--- config.mk ---
export PLATFORM = sky130hd
export DESIGN_NAME = teeter_motion_ctrl
export DESIGN_NICKNAME = d
export VERILOG_FILES = /design/src/rtl/teeter_pkg.sv /design/src/rtl/teeter_vel_sat.sv /design/src/rtl/teeter_motion_ctrl.sv
export SDC_FILE = /design/constraint.sdc
export NUM_CORES = 1
export LEC_CHECK = 0
export ABC_AREA = 1
export CAP_MARGIN = 30
export CORE_MARGIN = 10
export CORE_UTILIZATION = 30
export CTS_CLUSTER_SIZE = 28
export DETAILED_ROUTE_END_ITERATION = 8
export GPL_ROUTABILITY_DRIVEN = 0
export PLACE_DENSITY = 0.47
export SLEW_MARGIN = 20
export SYNTH_ARGS = -nofsm -noshare
export SYNTH_HDL_FRONTEND = slang
export SYNTH_HIERARCHICAL = 1
export SYNTH_SLANG_ARGS = --single-unit
--- constraint.sdc ---
create_clock -name CLK -period 7.4 [get_ports CLK]
set_clock_uncertainty 0.1 [all_clocks]
set_input_delay 1.48 -clock CLK [delete_from_list [all_inputs] [get_ports CLK]]
set_output_delay 1.48 -clock CLK [all_outputs]
set_load 0.02 [all_outputs]
--- src/rtl/teeter_pkg.sv ---
// ============================================================================
// Module      : teeter_pkg
// Description : Shared types and widths for the teeter motion controller.
// Revision    : 1.0 - initial release
// ============================================================================
`default_nettype none

package teeter_pkg;

    // Datapath widths
    localparam int POS_W     = 32;  // integer position from the integrator
    localparam int VEL_W     = 32;  // signed fixed-point velocity
    localparam int FRAC_BITS = 4;   // fractional bits in the velocity word
    localparam int TILT_W    = 4;   // signed tilt input
    localparam int START_W   = 10;  // start-position load value

    // Sequencer states; encoding is visible on o_state
    typedef enum logic [2:0] {
        ST_IDLE  = 3'd0,
        ST_LOAD  = 3'd1,
        ST_RUN   = 3'd2,
        ST_CALC  = 3'd3,
        ST_CHECK = 3'd4
    } teeter_state_t;

endpackage

`default_nettype wire

--- src/rtl/teeter_vel_sat.sv ---
// ============================================================================
// Module      : teeter_vel_sat
// Description : Combinational next-velocity generator. Either adds the scaled
//               tilt to the current velocity or negates it (bounce), then
//               saturates the result to +/-VEL_MAX.
// Revision    : 1.0 - initial release
// ============================================================================
`default_nettype none

module teeter_vel_sat
    import teeter_pkg::*;
#(
    parameter int ACCEL_SHIFT = 2,
    parameter int VEL_MAX     = 64
) (
    input  logic signed [VEL_W-1:0]  vel_in,
    input  logic signed [TILT_W-1:0] tilt,
    input  logic                     negate,
    output logic signed [VEL_W-1:0]  vel_out
);

    // Two guard bits cover the add overflow and negating the most negative value
    localparam int EXT_W = VEL_W + 2;
    localparam logic signed [EXT_W-1:0] C_POS_LIM = EXT_W'(VEL_MAX);
    localparam logic signed [EXT_W-1:0] C_NEG_LIM = -C_POS_LIM;

    logic signed [EXT_W-1:0] w_vel_ext;
    logic signed [EXT_W-1:0] w_accel;
    logic signed [EXT_W-1:0] w_raw;
    logic signed [EXT_W-1:0] w_sat;

    // Extend, add or negate, then clamp to the symmetric velocity limit
    always_comb begin
        w_vel_ext = {{2{vel_in[VEL_W-1]}}, vel_in};
        w_accel   = {{(EXT_W-TILT_W){tilt[TILT_W-1]}}, tilt};
        w_accel   = w_accel <<< ACCEL_SHIFT;
        if (negate) begin
            w_raw = -w_vel_ext;
        end else begin
            w_raw = w_vel_ext + w_accel;
        end
        if (w_raw > C_POS_LIM) begin
            w_sat = C_POS_LIM;
        end else if (w_raw < C_NEG_LIM) begin
            w_sat = C_NEG_LIM;
        end else begin
            w_sat = w_raw;
        end
    end

    assign vel_out = w_sat[VEL_W-1:0];

endmodule

`default_nettype wire

--- src/rtl/teeter_motion_ctrl.sv ---
// ============================================================================
// Module      : teeter_motion_ctrl
// Description : Sequencer for the teeter ball-position integrator. Loads the
//               start position, issues a position-update strobe every
//               TICK_DIV cycles, integrates tilt into a saturating velocity
//               and raises the low/high clamp strobe when the returned
//               position reaches a board end.
//               Build option TEETER_BOUNCE_EN: a board-end hit reverses the
//               velocity and the run continues; without it a hit ends the run.
// Revision    : 1.0 - initial release
// ============================================================================
`default_nettype none

module teeter_motion_ctrl
    import teeter_pkg::*;
#(
    parameter int TICK_DIV      = 500000,
    parameter int MIN_POS       = 0,
    parameter int MAX_POS       = 100,
    parameter int START_DEFAULT = 50,
    parameter int ACCEL_SHIFT   = 2,
    parameter int VEL_MAX       = 64
) (
    input  logic                     CLK,
    input  logic                     i_rst,
    input  logic                     i_start,
    input  logic                     i_stop,
    input  logic [START_W-1:0]       i_start_pos,
    input  logic signed [TILT_W-1:0] i_tilt,
    input  logic [POS_W-1:0]         i_pos,
    output logic                     o_rst0,
    output logic [START_W-1:0]       o_rst0_value,
    output logic                     o_rst1,
    output logic                     o_rst2,
    output logic                     o_calc_time,
    output logic signed [VEL_W-1:0]  o_velocity,
    output logic [7:0]               o_bounces,
    output logic [2:0]               o_state
);

    // RUN lasts TICK_DIV-2 cycles: counter runs 0 .. TICK_DIV-3
    localparam int CNT_W = $clog2(TICK_DIV);
    localparam logic [CNT_W-1:0] C_LAST = CNT_W'(TICK_DIV - 3);

    teeter_state_t             r_state;
    logic [CNT_W-1:0]          r_count;
    logic signed [VEL_W-1:0]   r_velocity;
    logic [7:0]                r_bounces;
    logic [START_W-1:0]        r_start_pos;
    logic                      r_rst0;
    logic                      r_calc;

    logic                      w_low_hit;
    logic                      w_high_hit;
    logic                      w_hit;
    logic signed [VEL_W-1:0]   w_vel_next;

    // Board-end detection against the position returned after the CALC strobe
    always_comb begin
        w_low_hit  = (r_state == ST_CHECK) && ($signed(i_pos) <= MIN_POS);
        w_high_hit = (r_state == ST_CHECK) && ($signed(i_pos) >= MAX_POS) && !w_low_hit;
        w_hit      = w_low_hit || w_high_hit;
    end

    // Next velocity: bounce negation on a hit, tilt integration otherwise
    teeter_vel_sat #(
        .ACCEL_SHIFT (ACCEL_SHIFT),
        .VEL_MAX     (VEL_MAX)
    ) u_vel_sat (
        .vel_in  (r_velocity),
        .tilt    (i_tilt),
        .negate  (w_hit),
        .vel_out (w_vel_next)
    );

    // Sequencer: state, tick counter, velocity, bounce count and strobes
    always_ff @(posedge CLK) begin
        if (i_rst) begin
            r_state     <= ST_IDLE;
            r_count     <= '0;
            r_velocity  <= '0;
            r_bounces   <= '0;
            r_start_pos <= START_W'(START_DEFAULT);
            r_rst0      <= 1'b0;
            r_calc      <= 1'b0;
        end else begin
            r_rst0 <= 1'b0;
            r_calc <= 1'b0;
            if ((r_state != ST_IDLE) && i_stop) begin
                // Abort wins over hit handling; strobes of this cycle stand
                r_state    <= ST_IDLE;
                r_velocity <= '0;
            end else begin
                unique case (r_state)
                    ST_IDLE: begin
                        r_velocity <= '0;
                        if (i_start && !i_stop) begin
                            r_start_pos <= i_start_pos;
                            r_bounces   <= '0;
                            r_state     <= ST_LOAD;
                            r_rst0      <= 1'b1;
                        end
                    end
                    ST_LOAD: begin
                        r_count <= '0;
                        r_state <= ST_RUN;
                    end
                    ST_RUN: begin
                        if (r_count == C_LAST) begin
                            r_state <= ST_CALC;
                            r_calc  <= 1'b1;
                        end else begin
                            r_count <= r_count + 1'b1;
                        end
                    end
                    ST_CALC: begin
                        r_state <= ST_CHECK;
                    end
                    ST_CHECK: begin
                        r_count <= '0;
                        r_state <= ST_RUN;
                        if (w_hit) begin
                            if (r_bounces != 8'hFF) begin
                                r_bounces <= r_bounces + 8'd1;
                            end
`ifdef TEETER_BOUNCE_EN
                            r_velocity <= w_vel_next;
`else
                            r_velocity <= '0;
                            r_state    <= ST_IDLE;
`endif
                        end else begin
                            r_velocity <= w_vel_next;
                        end
                    end
                    default: begin
                        r_state <= ST_IDLE;
                    end
                endcase
            end
        end
    end

    assign o_rst0       = r_rst0;
    assign o_calc_time  = r_calc;
    assign o_rst1       = w_low_hit;
    assign o_rst2       = w_high_hit;
    assign o_rst0_value = r_start_pos;
    assign o_velocity   = r_velocity;
    assign o_bounces    = r_bounces;
    assign o_state      = r_state;

endmodule

`default_nettype wire

==> results by group, run 1 <==
Status
  • Status: complete, no violations

Global routing
  • Overflow after GRT: 0
  • Gr usage total: 0.165
  • Vias in the first global route: 8545
  • Antenna violations before repair: 0
  • First-pass GRT wire length: 44.5 mm
  • Largest net degree at the start of global routing: 37

Detailed routing
  • First-pass iteration count of the detailed router: 5
  • Post-route ant nets: 0
  • Met3 Wirelength: 1.03 mm
  • # DRC: 0
  • Met2 routed WL: 13.7 mm
  • Vias per cell: 4.72
  • Initial drt markers: 554
  • Top layer in use: met4
  • Routed WL per cell: 14.8 µm
  • Met1 WL: 12.6 mm
  • Via count: 8868
  • Final wirelength: 27.9 mm

Power and ir drop
  • Power share of the sequential group: 0.335
  • Maximum VDD drop: 0.115 mV
  • Clock power share: 0.410
  • Pwr Total: 1.28 mW
  • Gate power share: 0.255
  • Switching share of power: 0.329
  • Internal power: 0.861 mW
  • PwrDens: 132 nW/µm²
  • NetSw: 0.422 mW
  • Leakage: 4.74 nW

Logic synthesis
  • Synthesized area: 7890 µm²
  • Fraction of the yosys area taken by sequential cells: 0.188
  • Main area contributors after synthesis: nand2_1 (24%), dfxtp_1 (19%), inv_1 (11%)
  • Syn Area/Cell: 5.47 µm²
  • Main synth FF type: dfxtp_1
  • FFs w/ async S/R, synth: 0
  • Top cell type's share of synthesized area: 0.241
  • Synth Warn #: 6
  • Top cell type by total area after synthesis: nand2_1
  • Post-synth EDFFs: 0
  • Syn Nets: 1528
  • Yosys cell types: 47
  • Instance count of the mapped netlist: 1442
  • #FFs+latches synth: 74

Worst setup path
  • Critical Path AT: 4.96 ns
  • Critical Path Start Type: primary input
  • Critical path launch point: i_pos[12]
  • WS Path Type: primary input to register
  • Worst r2r src: o_velocity[2]$_SDFFE_PP0N_
  • CP max FO: 35
  • Cell count of the worst reg-to-reg path: 21
  • Endpoint type of the worst setup path: register
  • CP required: 7.56 ns

Clock tree
  • CTS tree: yes
  • Deepest clock path buffer count: 2
  • Setup Fix Bufs, Post-CTS: 0
  • Clk slew on worst S/H paths: 0.06 ns
  • Clock sinks: 74
  • Total CTS buffers: 9
  • Clock latency on the worst-skew pair: 0.34 ns
  • Root Driver: clkbuf_16
  • H-tree levels: 3
  • Post-CTS resize count: 0
  • Hold_buf cts: 0

Die
  • I/O pin cnt: 107
  • Core Footprint: 26000 µm²
  • Starting Density: 0.304
  • Die Y: 182 µm
  • Die width: 182 µm
  • Die ar.: 33200 µm²
  • Rows: 59

Final layout
  • P&R area growth vs syn: 22.8%
  • Filler cells: 2947
  • Non-Filler Instances: 1879
  • Final net count: 1625
  • Commonest non-fill, non-tap cell in the layout: nand2_1
  • Share of post-route cells with drive strength above 1: 0.0648
  • Final core occ: 0.373
  • Most frequent cells in the layout: nand2_1 (506), inv_1 (228), nor2_1 (156)
  • # diodes: 0

Timing
  • # setup viols final: 0
  • Pins over their slew limit: 0
  • Worst rel slew slack: 0.483
  • F_max: 208 MHz
  • Worst-Margin Slew: 0.773 ns
  • Final hold vios: 0
  • Setup TNS: 0 ns
  • Tmin final: 4.80 ns
  • Final Cycle Share: 0.649
  • RSZ-0062 raised after global routing: no

Placed design
  • HPWL after DPL: 22.9 mm
  • Placed Instances: 1862
  • Port Buf Inserts: 106

Hold path
  • Cells on Worst Hold Path: 1
  • Critical hold path startpoint: o_rst0_value[5]$_SDFFE_PP1P_
  • HP Class: register to register

Job
  • Max Cap Violations: 0
## final timing paths
| kind | endpoint | slack (ns) |
|---|---|---|
| setup / recovery | o_velocity[4]$_SDFFE_PP0N_ | 2.60 |
| hold / removal | o_rst0_value[5]$_SDFFE_PP1P_ | 0.38 |
| hold reg to reg | o_rst0_value[5]$_SDFFE_PP1P_ | 0.38 |
| setup reg to reg | o_velocity[4]$_SDFFE_PP0N_ | 3.86 |
## Yosys cell counts (7+ instances only)
library cell and number:
clkbuf_1 9, nor3_1 13, a22o_1 7, nand3_2 10, nand2_2 9, buf_2 12, nand3_1 139, ha_1 35
nand4_1 34, nor2_1 156, o21ai_0 14, a21oi_1 80, inv_2 10, xor2_1 14, nor2_2 24, dfxtp_1 74
and2_1 8, nor2_4 8, inv_1 228, nand2_1 506
## metrics by stage
stage	hold WS (ns)	area, µm²	setup slack (ns)
floorplan	0.356	7890	3.62
global placement	0.360	9270	1.79
detailed placement	0.368	9310	1.84
CTS	0.387	9670	2.20
global route	0.405	9690	2.24
finish	0.380	9690	2.60
## area by class of cell
class,instances,area [µm²],area share
Timing Repair Buffer,113,1160,0.120
Clock inverter,6,114,0.0117
Multi-Input combinational cell,1099,5370,0.554
Sequential cell,74,1480,0.153
Tap cell,335,419,0.0432
Inverter,242,911,0.0940
Clock buffer,10,239,0.0247
## cell families after synthesis
logic type	Yosys count	synth area share
adders and majority gates	36	0.0580
xor gates and xnor gates	18	0.0200
AOI/OAI and AO/OA	117	0.0821
DFF	74	0.188
and+or+nand+nor	928	0.520
buffers and inverters	269	0.133
## per-layer routing
layer,track usage,up-vias
met5,0,-
met4,0.0443,0
met3,0.0218,29
met2,0.295,142
met1,0.200,3975
li1,-,4722
## state kept, by name, summed over array words and instances (netlist names)
name,count
o_calc_time,1
o_rst0,1
o_state,3
o_bounces,8
r_count,19
o_rst0_value,10
o_velocity,32
## power groups by stage
stage | sequential [mW] | combinational [mW] | clock, mW
2_1_floorplan | 0.449 | 0.216 | 0
3_3_place_gp | 0.438 | 0.332 | 0
3_5_place_dp | 0.439 | 0.333 | 0
4_1_cts | 0.430 | 0.333 | 0.542
5_1_grt | 0.432 | 0.366 | 0.557
6_report | 0.430 | 0.327 | 0.526
## critical path, cell delays in order
cell	delay (ns)
clkdlybuf4s50_1	0.39
nor2_1	0.16
nand2_1	0.07
nor2_1	0.11
nand2_1	0.08
o21ai_0	0.28
a21oi_2	0.09
buf_4	0.26
inv_1	0.38
buf_4	0.27
nand3_1	0.14
nand2_1	0.10
nand3_1	0.10
nor2_1	0.13
nand4_1	0.15
nor2_1	0.13
nand3_1	0.08
nand2_1	0.07
nand2_2	0.13
nor2_1	0.13
nand2_1	0.06
a21oi_1	0.14
Note: power is estimated with default switching activity, not from simulation.
==> run 2, diff against run 1 <==
Clock period 7.4 ns to 4.6 ns, I/O delays scaled along.
==> run 2 against run 1 <==
  * Combinational power increased by 61%
  * Register-to-register slack got worse by 2.7 ns
  * Via count is essentially flat
  * Total power rose by 44%
  * Routed wire length up 1.4%
  * Sequential cell count is the same
  * Worst hold slack lost 0.0072 ns
  * Count of clock-buffer cells in the layout up 1
  * Critical path type unchanged
  * Critical endpoint is now o_velocity[1]$_SDFFE_PP0N_
==> results by group, run 2 (synthesis results as in run 1) <==
Status
  • Status: complete, no violations

Die
  • Die ar.: 33200 µm² (unchanged)
  • Die Y: 182 µm (unchanged)
  • I/O pin cnt: 107 (unchanged)
  • Die width: 182 µm (unchanged)
  • Rows: 59 (unchanged)
  • Core Footprint: 26000 µm² (unchanged)
  • Starting Density: 0.304 (unchanged)

Clock tree
  • Clock sinks: 74 (unchanged)
  • H-tree levels: 3 (unchanged)
  • Clock latency on the worst-skew pair: 0.34 ns (about the same)
  • Post-CTS resize count: 0 (unchanged)
  • Hold_buf cts: 0 (unchanged)
  • CTS tree: yes
  • Deepest clock path buffer count: 2 (unchanged)
  • Root Driver: clkbuf_16
  • Setup Fix Bufs, Post-CTS: 0 (unchanged)
  • Total CTS buffers: 9 (unchanged)
  • Clk slew on worst S/H paths: 0.06 ns (about the same)

Detailed routing
  • Via count: 8871 (+0.034%)
  • Initial drt markers: 600 (+8.3%)
  • First-pass iteration count of the detailed router: 5 (unchanged)
  • Final wirelength: 28.3 mm (+1.4%)
  • Post-route ant nets: 0 (unchanged)
  • Routed WL per cell: 15.0 µm (+0.98%)
  • # DRC: 0 (unchanged)
  • Vias per cell: 4.70 (-0.39%)

Power and ir drop
  • Internal power: 1.21 mW (+40%)
  • NetSw: 0.644 mW (+53%)
  • Gate power share: 0.285 (+0.030)
  • Switching share of power: 0.348 (+0.0188)
  • Clock power share: 0.342 (-0.068)
  • Maximum VDD drop: 0.168 mV (+45%)
  • PwrDens: 192 nW/µm² (+45%)
  • Pwr Total: 1.85 mW (+44%)
  • Leakage: 4.76 nW (+0.36%)
  • Power share of the sequential group: 0.373 (+0.038)

Placed design
  • Port Buf Inserts: 106 (unchanged)
  • Placed Instances: 1875 (+0.70%)
  • HPWL after DPL: 23.2 mm (+1.2%)

Final layout
  • Final net count: 1637 (+0.74%)
  • Non-Filler Instances: 1887 (+0.43%)
  • Flip-flop and latch area: 1480 µm² (unchanged)
  • P&R area growth vs syn: 22.4%
  • Multi-input logic area: 5370 µm² (unchanged)
  • # diodes: 0 (unchanged)
  • Max FFs per register: 32 (unchanged)
  • Filler cells: 2925 (-0.75%)
  • Share of post-route cells with drive strength above 1: 0.0689 (+0.00418)
  • Most frequent cells in the layout: nand2_1 (506), inv_1 (228), nor2_1 (156)
  • Commonest non-fill, non-tap cell in the layout: nand2_1

Global routing
  • Overflow after GRT: 0 (unchanged)
  • Vias in the first global route: 8377 (-2.0%)
  • First-pass GRT wire length: 44.9 mm (+0.84%)
  • Largest net degree at the start of global routing: 37 (unchanged)
  • Antenna violations before repair: 0 (unchanged)
  • Gr usage total: 0.167 (+0.00248)

Timing
  • Worst-Margin Slew: 0.759 ns (-0.0135 ns)
  • Setup TNS: 0 ns (unchanged)
  • # setup viols final: 0 (unchanged)
  • Worst rel slew slack: 0.492 (+0.00901)
  • Final Cycle Share: 0.880
  • Tmin final: 4.05 ns
  • RSZ-0062 raised after global routing: no
  • Pins over their slew limit: 0 (unchanged)
  • Final hold vios: 0 (unchanged)
  • F_max: 247 MHz

Worst setup path
  • WS Path Type: primary input to register
  • CP max FO: 6 (-83%)
  • CP required: 4.76 ns (-2.80 ns)
  • Critical Path AT: 4.21 ns (-0.75 ns)
  • Critical path launch point: i_tilt[0]
  • Critical Path Start Type: primary input
  • Endpoint type of the worst setup path: register
  • Worst r2r src: o_velocity[2]$_SDFFE_PP0N_

Hold path
  • HP Class: register to register
  • Critical hold path startpoint: o_rst0_value[1]$_SDFFE_PP1P_

Job
  • Max Cap Violations: 0 (unchanged)
run 2: changes by cell type in the layout (fill, tap and decap cells not counted), sizes merged:
cell / change
clkinvlp: -2
clkbuf: +1
buf: +12
bufinv: -3
run 2: routing by layer:
layer,wire (µm),up-vias,track usage
met5,0,-,0
met4,440,0,0.0433
met1,12900,3968,0.209
met3,1130,25,0.0208
li1,-,4725,-
met2,13800,153,0.295
run 2: critical path: stages:
cell	delay [ns]
clkdlybuf4s50_1	0.46
ha_1	0.29
inv_1	0.10
fa_1	0.37
inv_1	0.21
nand3_1	0.13
nand2_1	0.18
nand2_1	0.10
nand2_1	0.15
nand2_1	0.12
nand4_1	0.10
nand3_1	0.13
nand2_1	0.11
nand2_1	0.06
clkinv_1	0.04
nand2_1	0.04
nor2_1	0.11
nand3_1	0.08
nand2_1	0.07
nand2_2	0.13
nor2_1	0.12
nand2_1	0.07
a21oi_1	0.13
run 2: layout make-up:
class	instances	share of cell area
Clock buffer	11	0.0251
Clock inverter	1	0.000518
Inverter	242	0.0943
Multi-Input combinational cell	1099	0.556
Sequential cell	74	0.153
Tap cell	335	0.0434
Timing Repair Buffer	125	0.127
run 2: path summary, 6_finish.rpt:
kind / slack [ns] / end / cells past startpoint
min: 0.37 / o_rst0_value[1]$_SDFFE_PP1P_ / 1
max reg2reg: 1.13 / o_velocity[1]$_SDFFE_PP0N_ / 22
min reg2reg: 0.37 / o_rst0_value[1]$_SDFFE_PP1P_ / 1
max: 0.55 / o_velocity[1]$_SDFFE_PP0N_ / 23
run 2: metrics by stage:
stage | setup WS, ns | area, µm² | util | hold WS (ns)
after floorplan | 1.44 | 7890 | - | 0.356
after global placement | 0.198 | 9410 | 0.362 | 0.362
after detailed placement | 0.206 | 9410 | 0.362 | 0.365
after CTS | 0.553 | 9660 | 0.372 | 0.379
after global routing | 0.117 | 9660 | 0.372 | 0.396
final | 0.550 | 9660 | 0.372 | 0.373
run 2: power by group through the flow:
stage | Clock, mW | Sequential, mW | Combinational [mW]
floorplan | 0 | 0.722 | 0.347
global placement | 0 | 0.705 | 0.538
detailed placement | 0 | 0.705 | 0.536
CTS | 0.664 | 0.691 | 0.538
global route | 0.683 | 0.695 | 0.592
finish | 0.633 | 0.691 | 0.528
==> run 3, diff against run 2 <==
Settings changed: REMOVE_ABC_BUFFERS set to 1.
==> run 3 against run 2 <==
  * Total power grew 5.2%
  * First-iteration DRC count decreased by 7.7%
  * Routed wire length down 0.22%
  * Worst hold slack improved by 0.0022 ns
  * Die area stayed put
  * Clock power is 15% higher
  * Sequential power about the same
  * Sequential cell count unchanged
  * Cell area is 0.47% higher
  * Critical endpoint is now o_velocity[0]$_SDFFE_PP0N_
  * Largest cell class unchanged
  * Largest power group is now the clock network
==> results by group, run 3 (synthesis results as in run 1) <==
Status
  • Status: complete, no violations

Final layout
  • Non-Filler Instances: 1891 (+0.21%)
  • Max FFs per register: 32 (unchanged)
  • Multi-input logic area: 5370 µm² (unchanged)
  • Commonest non-fill, non-tap cell in the layout: nand2_1
  • P&R area growth vs syn: 22.9%
  • Share of post-route cells with drive strength above 1: 0.0720 (+0.00304)
  • Filler cells: 2959 (+1.2%)
  • Flip-flop and latch area: 1480 µm² (unchanged)
  • # diodes: 0 (unchanged)
  • Most frequent cells in the layout: nand2_1 (506), inv_1 (228), nor2_1 (156)
  • Final net count: 1637 (unchanged)

Worst setup path
  • CP required: 4.75 ns (about the same)
  • Most common cell on crit path: nand2_1
  • Critical Path Start Type: primary input
  • Endpoint type of the worst setup path: register
  • CP max FO: 15 (+9)
  • Cell count of the worst reg-to-reg path: 21 (-4.5%)
  • Max incr delay on CP: 0.45 ns (about the same)
  • Worst-path cell chain: clkdlybuf4s50_1 > nor2_1 > nand2_1 > nor2_1 > nand2_1 > o21ai_0 > a21oi_2 > inv_1 > nand3_1 > nand2_1 > nand3_1 > o21ai_0 > nand4_1 > nor2_1 > nand3_1 > nand2_1 > nand2_2 > nor2_1 > nand2_1 > a21oi_1
  • WS Path Type: primary input to register
  • Critical Path AT: 4.18 ns (-0.03 ns)
  • Worst path slowest cell: inv_1

Clock tree
  • Hold_buf cts: 0 (unchanged)
  • Setup Fix Bufs, Post-CTS: 0 (unchanged)
  • CTS tree: yes
  • Deepest clock path buffer count: 2 (unchanged)
  • Clock latency on the worst-skew pair: 0.34 ns (about the same)
  • Total CTS buffers: 9 (unchanged)
  • H-tree levels: 3 (unchanged)
  • Clock sinks: 74 (unchanged)
  • Clk slew on worst S/H paths: 0.06 ns (about the same)
  • Root Driver: clkbuf_16
  • Post-CTS resize count: 0 (unchanged)

Placed design
  • Placed Instances: 1875 (unchanged)
  • HPWL after DPL: 23.3 mm (+0.49%)
  • Port Buf Inserts: 106 (unchanged)

Detailed routing
  • Post-route ant nets: 0 (unchanged)
  • Via count: 8892 (+0.24%)
  • First-pass iteration count of the detailed router: 5 (unchanged)
  • Initial drt markers: 554 (-7.7%)
  • # DRC: 0 (unchanged)
  • Routed WL per cell: 14.9 µm (-0.43%)
  • Vias per cell: 4.70 (about the same)
  • Final wirelength: 28.2 mm (-0.22%)

Hold path
  • HP Class: register to register
  • Cells on Worst Hold Path: 1 (unchanged)

Timing
  • Fin Hold WS: 0.375 ns (+0.00217 ns)
  • Worst-Margin Slew: 0.757 ns (-0.00215 ns)
  • # setup viols final: 0 (unchanged)
  • Worst rel slew slack: 0.493 (+0.00144)
  • Setup TNS: 0 ns (unchanged)
  • F_max: 248 MHz (+0.62%)
  • Final hold vios: 0 (unchanged)
  • Pins over their slew limit: 0 (unchanged)
  • Final Cycle Share: 0.875 (-0.00544)
  • Tmin final: 4.03 ns (-0.0250 ns)
  • RSZ-0062 raised after global routing: no

Die
  • Die ar.: 33200 µm² (unchanged)
  • Die width: 182 µm (unchanged)
  • I/O pin cnt: 107 (unchanged)
  • Die Y: 182 µm (unchanged)
  • Rows: 59 (unchanged)
  • Core Footprint: 26000 µm² (unchanged)
  • Starting Density: 0.304 (unchanged)

Global routing
  • Vias in the first global route: 8440 (+0.75%)
  • First-pass GRT wire length: 44.8 mm (-0.23%)
  • Antenna violations before repair: 0 (unchanged)
  • Gr usage total: 0.166 (-0.00135)
  • Overflow after GRT: 0 (unchanged)
  • Largest net degree at the start of global routing: 37 (unchanged)

Power and ir drop
  • Maximum VDD drop: 0.171 mV (+2.0%)
  • PwrDens: 201 nW/µm² (+4.8%)
  • Leakage: 4.78 nW (+0.44%)

Job
  • Max Cap Violations: 0 (unchanged)
## run 3: cell count changes in the layout (fill, tap and decap cells not counted)
cell,before,now
clkbuf_8,1,2
buf_12,2,1
buf_4,17,18
bufinv_16,0,1
clkinv_2,1,3
clkbuf_1,1,0
clkinvlp_4,0,1
## run 3: layout make-up
| class | count | area share |
|---|---|---|
| Tap cell | 335 | 0.0432 |
| Clock buffer | 11 | 0.0261 |
| Multi-Input combinational cell | 1099 | 0.553 |
| Clock inverter | 5 | 0.00542 |
| Inverter | 242 | 0.0939 |
| Timing Repair Buffer | 125 | 0.125 |
| Sequential cell | 74 | 0.153 |
## run 3: critical path: cells and delay by family
family,cells,cell delay (ns)
buffers and inverters,2,0.85
AO/OA/AOI/OAI,4,0.82
AND/OR/NAND/NOR,14,1.58
## run 3: stage by stage
| step | power [mW] | util | instance area, µm² | worst slack [ns] |
|---|---|---|---|---|
| after CTS | 1.99 | 0.373 | 9700 | 0.610 |
| after global routing | 2.07 | 0.373 | 9700 | 0.239 |
| final | 1.95 | 0.373 | 9700 | 0.575 |
| after global placement | 1.24 | 0.362 | 9400 | 0.224 |
| after floorplan | 1.03 | - | 7760 | -0.400 |
| after detailed placement | 1.24 | 0.362 | 9400 | 0.243 |
## run 3: path summary, 6_finish.rpt
path | start | slack [ns] | endpoint
worst max-delay path | i_pos[12] | 0.57 | o_velocity[0]$_SDFFE_PP0N_
worst min-delay path | o_rst0_value[1]$_SDFFE_PP1P_ | 0.38 | o_rst0_value[1]$_SDFFE_PP1P_
worst max register to register | o_velocity[2]$_SDFFE_PP0N_ | 1.29 | o_velocity[0]$_SDFFE_PP0N_
worst min register to register | o_rst0_value[1]$_SDFFE_PP1P_ | 0.38 | o_rst0_value[1]$_SDFFE_PP1P_
## run 3: per-layer routing
| layer | up-vias | global-route usage | part of all wire |
|---|---|---|---|
| li1 | 4735 | - | - |
| met1 | 4011 | 0.204 | 0.45 |
| met2 | 131 | 0.301 | 0.50 |
| met3 | 15 | 0.0210 | 0.036 |
| met4 | 0 | 0.0342 | 0.010 |
| met5 | - | 0 | 0 |
## run 3: report_power, final
part	internal, mW	total [mW]	switching, mW
registers	0.664	0.691	0.0276
logic	0.176	0.529	0.353
clock network	0.447	0.728	0.281
total	1.29	1.95	0.661
